File: config.mk
export PLATFORM = sky130hd
export DESIGN_NAME = flip_engine_pf
export DESIGN_NICKNAME = d
export VERILOG_FILES = /design/src/rtl/flip_engine_pf.sv
export SDC_FILE = /design/constraint.sdc
export NUM_CORES = 1
export LEC_CHECK = 0
export BUFFER_PORTS_ARGS = -buffer_cell sky130_fd_sc_hd__buf_2
export CAP_MARGIN = 20
export CORE_ASPECT_RATIO = 1.4
export CORE_MARGIN = 3
export CORE_UTILIZATION = 50
export DETAILED_ROUTE_END_ITERATION = 8
export PLACE_DENSITY = 0.72
export SYNTH_ARGS = -nofsm -noshare
export SYNTH_HDL_FRONTEND = slang
export SYNTH_SLANG_ARGS = --single-unit
File: constraint.sdc
create_clock -name clk_i -period 9.75 [get_ports clk_i]
set_input_delay 2.4375 -clock clk_i [delete_from_list [all_inputs] [get_ports clk_i]]
set_output_delay 2.4375 -clock clk_i [all_outputs]
set_load 0.005 [all_outputs]
File: src/rtl/flip_engine_pf.sv
// Spin flip engine: XORs prefetched flip icons onto a spin stream, one icon per
// repeat_i accepted spins, in bypass, one-shot or wrap-around window sequencing.
module flip_engine_pf #(
  parameter int NUM_SPIN        = 256,
  parameter int FLIP_ICON_DEPTH = 1024,
  parameter int ADDR_W          = $clog2(FLIP_ICON_DEPTH) + 1,
  parameter int RD_LATENCY      = 1,
  parameter int PREFETCH_DEPTH  = 4,
  parameter int CNT_W           = 8
) (
  input  logic                clk_i,
  input  logic                rst_ni,
  input  logic                en_i,
  input  logic                flush_i,
  input  logic [1:0]          mode_i,
  input  logic [CNT_W-1:0]    repeat_i,
  input  logic [ADDR_W-1:0]   icon_base_raddr_i,
  input  logic [ADDR_W-1:0]   icon_last_raddr_plus_one_i,
  input  logic                prev_spin_valid_i,
  input  logic [NUM_SPIN-1:0] prev_spin_i,
  output logic                prev_spin_ready_o,
  output logic                flipped_spin_valid_o,
  output logic [NUM_SPIN-1:0] flipped_spin_o,
  input  logic                flipped_spin_ready_i,
  output logic                flip_ren_o,
  output logic [ADDR_W-1:0]   flip_raddr_o,
  input  logic [NUM_SPIN-1:0] flip_rdata_i,
  output logic                icon_finish_o,
  output logic [CNT_W-1:0]    icon_count_o
);

  localparam int PTR_W = (PREFETCH_DEPTH > 1) ? $clog2(PREFETCH_DEPTH) : 1;
  localparam int OCC_W = $clog2(PREFETCH_DEPTH + 1);

  typedef enum logic [1:0] {S_IDLE, S_FETCH, S_DRAIN, S_DONE} state_t;

  state_t                r_state, w_state_next;
  logic [1:0]            r_mode;
  logic [CNT_W-1:0]      r_repeat;
  logic [ADDR_W-1:0]     r_raddr, w_raddr_next;
  logic [RD_LATENCY-1:0] r_inflight;
  logic [NUM_SPIN-1:0]   r_fifo [PREFETCH_DEPTH];
  logic [PTR_W-1:0]      r_wptr, r_rptr;
  logic [OCC_W-1:0]      r_occ;
  logic [CNT_W-1:0]      r_use, r_icon_count;
  logic                  r_out_valid;
  logic [NUM_SPIN-1:0]   r_out_spin;

  logic [31:0]           w_inflight_cnt;
  logic [CNT_W-1:0]      w_rep_eff;
  logic w_mode_bypass, w_bypass, w_ren, w_push, w_ready, w_in_hs, w_out_hs;
  logic w_use_last, w_pop;

  // Bypass is judged from the live mode while idle, since mode is re-latched every idle cycle.
  assign w_mode_bypass = (mode_i == 2'd0) || (mode_i == 2'd3);
  assign w_bypass      = (r_state == S_IDLE) && w_mode_bypass;

  always_comb begin
    w_inflight_cnt = '0;
    for (int i = 0; i < RD_LATENCY; i++) begin
      w_inflight_cnt = w_inflight_cnt + {31'd0, r_inflight[i]};
    end
  end

  assign w_ren  = (r_state == S_FETCH) && en_i && !flush_i &&
                  ((32'(r_occ) + w_inflight_cnt) < 32'(PREFETCH_DEPTH));
  assign w_push = r_inflight[RD_LATENCY-1];

  assign w_ready   = en_i && !flush_i && (r_state != S_DONE) &&
                     (w_bypass || (r_occ != '0)) &&
                     (!r_out_valid || flipped_spin_ready_i);
  assign w_in_hs   = prev_spin_valid_i && w_ready;
  assign w_out_hs  = en_i && r_out_valid && flipped_spin_ready_i;
  assign w_rep_eff = (r_repeat == '0) ? CNT_W'(1) : r_repeat;
  assign w_use_last = (r_use + CNT_W'(1)) == w_rep_eff;
  assign w_pop     = w_in_hs && !w_bypass && w_use_last;

  always_comb begin
    w_state_next = r_state;
    w_raddr_next = r_raddr;
    case (r_state)
      S_IDLE: begin
        if (en_i && !w_mode_bypass) begin
          w_raddr_next = icon_base_raddr_i;
          w_state_next = (icon_base_raddr_i == icon_last_raddr_plus_one_i) ? S_DONE : S_FETCH;
        end
      end
      S_FETCH: begin
        if (w_ren) begin
          if ((r_raddr + ADDR_W'(1)) == icon_last_raddr_plus_one_i) begin
            if (r_mode == 2'd2) begin
              w_raddr_next = icon_base_raddr_i;
            end else begin
              w_raddr_next = r_raddr + ADDR_W'(1);
              w_state_next = S_DRAIN;
            end
          end else begin
            w_raddr_next = r_raddr + ADDR_W'(1);
          end
        end
      end
      S_DRAIN: begin
        // Look through a same-cycle pop so DONE follows the final spin directly.
        if (en_i && (w_inflight_cnt == '0) && ((r_occ == '0) || ((r_occ == OCC_W'(1)) && w_pop))) begin
          w_state_next = S_DONE;
        end
      end
      default: w_state_next = r_state;
    endcase
  end

  // Icon storage has no reset; only pointers and occupancy carry state.
  always_ff @(posedge clk_i) begin
    if (w_push) begin
      r_fifo[r_wptr] <= flip_rdata_i;
    end
  end

  always_ff @(posedge clk_i) begin
    if (!rst_ni) begin
      r_state      <= S_IDLE;
      r_mode       <= 2'd0;
      r_repeat     <= '0;
      r_raddr      <= '0;
      r_inflight   <= '0;
      r_wptr       <= '0;
      r_rptr       <= '0;
      r_occ        <= '0;
      r_use        <= '0;
      r_icon_count <= '0;
      r_out_valid  <= 1'b0;
      r_out_spin   <= '0;
    end else if (flush_i) begin
      r_state      <= S_IDLE;
      r_inflight   <= '0;
      r_wptr       <= '0;
      r_rptr       <= '0;
      r_occ        <= '0;
      r_use        <= '0;
      r_icon_count <= '0;
      r_out_valid  <= 1'b0;
    end else begin
      r_state <= w_state_next;
      r_raddr <= w_raddr_next;
      if (r_state == S_IDLE && en_i) begin
        r_mode   <= mode_i;
        r_repeat <= repeat_i;
      end
      // The read tracker keeps shifting with en_i low so returning data is never lost.
      for (int i = RD_LATENCY - 1; i > 0; i--) begin
        r_inflight[i] <= r_inflight[i-1];
      end
      r_inflight[0] <= w_ren;
      if (w_push) begin
        r_wptr <= (r_wptr == PTR_W'(PREFETCH_DEPTH - 1)) ? '0 : r_wptr + PTR_W'(1);
      end
      if (w_pop) begin
        r_rptr <= (r_rptr == PTR_W'(PREFETCH_DEPTH - 1)) ? '0 : r_rptr + PTR_W'(1);
      end
      if (w_push && !w_pop) begin
        r_occ <= r_occ + OCC_W'(1);
      end else if (!w_push && w_pop) begin
        r_occ <= r_occ - OCC_W'(1);
      end
      if (w_in_hs && !w_bypass) begin
        if (w_use_last) begin
          r_use        <= '0;
          r_icon_count <= r_icon_count + CNT_W'(1);
        end else begin
          r_use <= r_use + CNT_W'(1);
        end
      end
      if (w_in_hs) begin
        r_out_valid <= 1'b1;
        r_out_spin  <= w_bypass ? prev_spin_i : (prev_spin_i ^ r_fifo[r_rptr]);
      end else if (w_out_hs) begin
        r_out_valid <= 1'b0;
      end
    end
  end

  assign prev_spin_ready_o    = w_ready;
  assign flipped_spin_valid_o = r_out_valid;
  assign flipped_spin_o       = r_out_spin;
  assign flip_ren_o           = w_ren;
  assign flip_raddr_o         = r_raddr;
  assign icon_finish_o        = (r_state == S_DONE);
  assign icon_count_o         = r_icon_count;

endmodule

# After elaboration in Yosys (flattened, before gate mapping)
# Memories as Yosys holds them, arrays and structs flattened. A register that Yosys moved wholly into a read port is not among the register bits.
# Index checks and enable logic that the tools add are counted.
[classes]
n_addsub = 8
magnitude_cmp = 1
n_eq_ne = 17
mux = 25
bitwise_logic = 3
n_reduce_logical = 46
[op_table]
columns = ["operator", "count"]
rows = [
  ["2-to-1 mux 256 bit", 1],
  ["XOR 256 bit", 1],
  ["2-to-1 mux 11 bit", 4],
  ["zero test 32 bit", 1],
  ["equality test 11 bit", 2],
  ["one-hot mux 11 bit (2 select lines)", 1],
  ["logical AND 1 bit", 20],
  ["2-to-1 mux 2 bit", 10],
  ["adder 8 x 1 -> 8 bit, second input constant", 2],
  ["2-to-1 mux 8 bit", 2],
  ["equality test 2 bit, second input constant", 6],
  ["adder 11 x 1 -> 11 bit, second input constant", 1],
  ["equality test 8 bit", 1],
  ["zero test 8 bit", 1],
  ["!= test 2 bit, second input constant", 4],
  ["zero test 1 bit", 6],
  ["2-to-1 mux 3 bit", 2],
  ["one-hot mux 2 bit (3 select lines)", 1],
  ["AND reduction 2 bit", 3],
  ["AND reduction 6 bit", 1],
  ["nonzero test 2 bit", 3],
  ["nonzero test 3 bit", 2],
  ["adder 2 x 1 -> 2 bit, second input constant", 2],
  ["adder 3 x 1 -> 4 bit", 1],
  ["other kinds (13)", 22],
]
[totals]
ff_bits = 304
ram_bits = 1024
inputBits = 550
output_inout_bits = 279
word_cells = 113
memories = 1
[mem_list]
columns = ["name", "words", "word_bits", "read_ports", "rd_ports_with_merged_regs", "wr", "line", "rtl"]
rows = [
  ["r_fifo", 4, 256, 1, 1, 1, "42", "logic [NUM_SPIN-1:0] r_fifo [PREFETCH_DEPTH];"],
]

# Depth between registers and ports, before layout
[logic_depth]
depth_word = 14
depth_mapped = 12
mapped_depth_nobuf = 11

# Least setup slack after synthesis
# No wires, ideal clock.
[synth_timing]
path_kind = "register to register"
startpoint = "reg r_inflight"
endpoint = "mem r_fifo[3][0], enable pin"
setup_time_ns = 0.649
arrival_time_ns = 6.393
required_ns = 9.101
slack_ns = 2.708
stages_incl_launch_ff = 3
n_path_buf = 1
synth_period_minus_slack_ns = 7.042
cell_sequence = "dfxtp_1 clkbuf_1 and2_1"
[synth_between]
elab_chain_len = 2
[synth_rtl]
columns = ["element", "line", "rtl"]
rows = [
  ["from (decl)", "41", "logic [RD_LATENCY-1:0] r_inflight;"],
  ["from (signal, indexed assignment)", "151", "r_inflight[i] <= r_inflight[i-1];"],
  ["2-to-1 mux 1 bit", "114", "if (w_push) begin"],
  ["2-to-1 mux 1 bit (not written as such)", "115", "r_fifo[r_wptr] <= flip_rdata_i;"],
  ["to (decl)", "42", ""],
]
# No other way between the ends.

# Worst setup path after layout
[layout_timing]
startpoint = "in flush_i"
endpoint = "out flip_ren_o"
[layout_between]
elab_chain_len = 3
[layout_rtl]
columns = ["element", "line", "rtl"]
rows = [
  ["from (decl)", "14", "input logic flush_i,"],
  ["zero test 1 bit", "65", "assign w_ren = (r_state == S_FETCH) && en_i && !flush_i &&"],
  ["logical AND 1 bit (2 in a row)", "65", ""],
  ["to (decl)", "25", "output logic flip_ren_o,"],
]
# No other way between the ends.

==> results.sh <==
export IMPL_status="finished, final reports clean"
export IMPL_grt_usage=0.2237
export IMPL_fill_cells=7718
export IMPL_met2_length_um=61430
export IMPL_cellLeakagePower_nw=21.49
export IMPL_io_buffers=828
export IMPL_ios=829
export IMPL_cp_common_cell="buf_2"
export IMPL_numCtsBuffers=120
export IMPL_synth_seq_area_share=0.7118
export IMPL_slowest_delay_ps=680
export IMPL_hpwlAfterDp_um=80480
export IMPL_root_buffer="clkbuf_16"
export IMPL_start_kind="input pin"
export IMPL_worst_setup_path_type="in -> out"
export IMPL_insertion_delay_ps=740
export IMPL_mostFrequentLayoutCell="edfxtp_1"
export IMPL_yosys_warnings=0
export IMPL_grt_pass1_wl_um=184200
export IMPL_m1WireLength_um=47400
export IMPL_worstPathArrival_ps=3820
export IMPL_cts_tree="yes"
export IMPL_powerDensity_nw_per_um2=189.3
export IMPL_max_slew_worst_pin_slew_ps=1167
export IMPL_cts_num_sinks=1330
export IMPL_whs_ps=467.1
export IMPL_path_buf_inv=2
export IMPL_cts_htree_levels=3
export IMPL_max_slew_margin=0.2217
export IMPL_pwr_share_comb=0.057
export IMPL_post_route_drc_count=0
export IMPL_grt_antenna_before_repair=65
export IMPL_maxCapViolations=0
export IMPL_rsz0062_at_grt="false"
export IMPL_hold_violations=0
export IMPL_synth_fp_nets=3705
export IMPL_clkPwrFrac=0.410
export IMPL_areaGrowthSynthToFinish_pct=18.39
export IMPL_synth_seq_cells=1330
export IMPL_nets=4492
export IMPL_synth_edf_count=1024
export IMPL_ys_types=63
export IMPL_critPathCaptureType="primary output"
export IMPL_routed_wl_um=122000
export IMPL_p_sw_w=0.002496
export IMPL_netlist_instances=3137
export IMPL_wl_met3_um=8911
export IMPL_tns_ps=0
export IMPL_irDropWorstVdd_uv=159.0
export IMPL_ctsHoldBuffers=0
export IMPL_start_util=0.5049
export IMPL_dr_pass1_iters=5
export IMPL_seq_power_share=0.533
export IMPL_required_ps=7310
export IMPL_async_flop_share=0
export IMPL_coreArea_sq_um=102600
export IMPL_critPathTopFamily="simple AND/OR/NAND/NOR gates"
export IMPL_switching_share=0.2151
export IMPL_mostFrequentLayoutCells="edfxtp_1, buf_2, dfxtp_1"
export IMPL_place_gp_congestion=0.8777
export IMPL_vias=29712
export IMPL_post_cts_resized=0
export IMPL_first_global_vias=30015
export IMPL_finClkSkew_ps=50.10
export IMPL_rrSetupSlack_ps=5890
export IMPL_p_int_w=0.009111
export IMPL_overflow=0
export IMPL_fp_row_count=139
export IMPL_ys_flop_type="edfxtp_1"
export IMPL_fmax_mhz=159.8
export IMPL_routedWlPerCell_um=22.53
export IMPL_worstPathMaxFanout=12
export IMPL_syn_area_sq_um=51810
export IMPL_maxUsedRoutingLayer="met5"
export IMPL_drive_gt1_frac=0.3301
export IMPL_drtIter0Drc=2061
export IMPL_die_area_sq_um=107600
export IMPL_cts_buffer_depth=3
export IMPL_vias_per_cell=5.488
export IMPL_cp_cell_sequence="buf_2 -> nor2b_1 -> and4b_1 -> buf_2"
export IMPL_die_h_um=386.9
export IMPL_slew_violations=0
export IMPL_detail_route_antenna_nets=0
export IMPL_die_w_um=278.1
export IMPL_hp_class="reg -> reg"
export IMPL_avgSynthCellArea_sq_um=16.51
export IMPL_path_clk_slew_ps=70
export IMPL_setup_viol=0
export IMPL_post_route_min_period_ps=6259
export IMPL_fin_crit_sh=0.6420
export IMPL_cts_setup_buffers=0
export IMPL_cp_slowest_cell="nor2b_1"
export IMPL_grt_max_degree=199
power groups by stage:
stage	Combinational (W)	Clock [W]	Sequential (W)
after floorplan	0.000338	0	0.00631
after global placement	0.000648	0	0.00631
after detailed placement	0.000665	0	0.00631
after CTS	0.000668	0.00486	0.00619
after global routing	0.000733	0.00507	0.00619
final	0.000663	0.00476	0.00619
per-layer routing:
| layer | global-route usage | vias up |
|---|---|---|
| li1 | - | 13633 |
| met1 | 0.2854 | 14784 |
| met2 | 0.3727 | 1038 |
| met3 | 0.05251 | 229 |
| met4 | 0.08789 | 28 |
| met5 | 0 | - |
logic make-up after synthesis:
group           after synthesis  synth area share
simple gates                683           0.05509
fa+ha+maj                    18          0.004347
buf+inv                     205           0.01630
compound gates              336           0.04857
mux                         268            0.1137
flops                      1330            0.7118
xor+xnor                    297           0.05021
sequential cells by signal (all words and copies together) (netlist names), 3 cells and up, named ones only:
signal / cells
flipped_spin_o: 256
r_occ: 3
r_fifo: 1024
icon_count_o: 8
r_use: 8
flip_raddr_o: 11
r_repeat: 8
final timing paths:
kind	from	endpoint	cells past startpoint
setup reg to reg	flop	flipped_spin_o[212]$_SDFFE_PN0P_	6
setup / recovery	flush_i	flip_ren_o	4
hold reg to reg	r_mode[0]$_SDFFE_PN0P_	r_mode[0]$_SDFFE_PN0P_	2
hold / removal	r_mode[0]$_SDFFE_PN0P_	r_mode[0]$_SDFFE_PN0P_	2
area by class of cell:
type | instances | area, sq um | area share
inverters | 11 | 48.80 | 0.0007956
clock buffers | 170 | 3385 | 0.05518
repair buffers | 859 | 4452 | 0.07258
diodes | 43 | 107.6 | 0.001754
multi-input cells | 1602 | 14110 | 0.2300
well taps | 1339 | 1675 | 0.02732
flip-flops and latches | 1330 | 36880 | 0.6014
clock inverters | 60 | 674.4 | 0.01100
cell usage after synthesis, types with 5 or more instances:
cell type  instances  share of area
nand2_1          290          0.021
dfxtp_1          306           0.12
o211ai_1           5        0.00072
xnor2_1           16         0.0027
nor2_1           285          0.021
xor2_1           281          0.048
nand4_1            8        0.00097
a21oi_1           31         0.0030
mux2i_1            8         0.0015
ha_1              18         0.0043
nor3_1             9        0.00087
edfxtp_1        1024           0.59
buf_2             54         0.0052
mux4_2           256           0.11
nand3_1           31         0.0030
o21ai_0           11         0.0011
inv_1             11        0.00080
nor4_1             8        0.00097
a211oi_1         258          0.037
or3_1              5        0.00060
buf_1             14         0.0010
and2_1             6        0.00072
clkbuf_1         124         0.0090
nor2b_1            5        0.00060
worst register-to-register path, stage by stage, from the launching register on:
cell and delay (ps):
dfxtp_4 830, buf_12 510, buf_4 1210, mux4_2 690
nand2_1 120, xor2_1 90, a211oi_1 300
per-stage QoR:
step / area, sq um / worst slack, ps / instances / utilization / total power (W)
after floorplan: 51810 / 2708 / 3137 / - / 0.006649
after global placement: 57170 / 3537 / 5141 / 0.5571 / 0.006958
after detailed placement: 57170 / 3521 / 5141 / 0.5571 / 0.006976
after CTS: 61230 / 3521 / 5371 / 0.5967 / 0.01172
after global routing: 61290 / 3370 / 5398 / 0.5973 / 0.01199
final: 61330 / 3491 / 5414 / 0.5977 / 0.01161
Note: power is estimated with default switching activity, not from simulation.
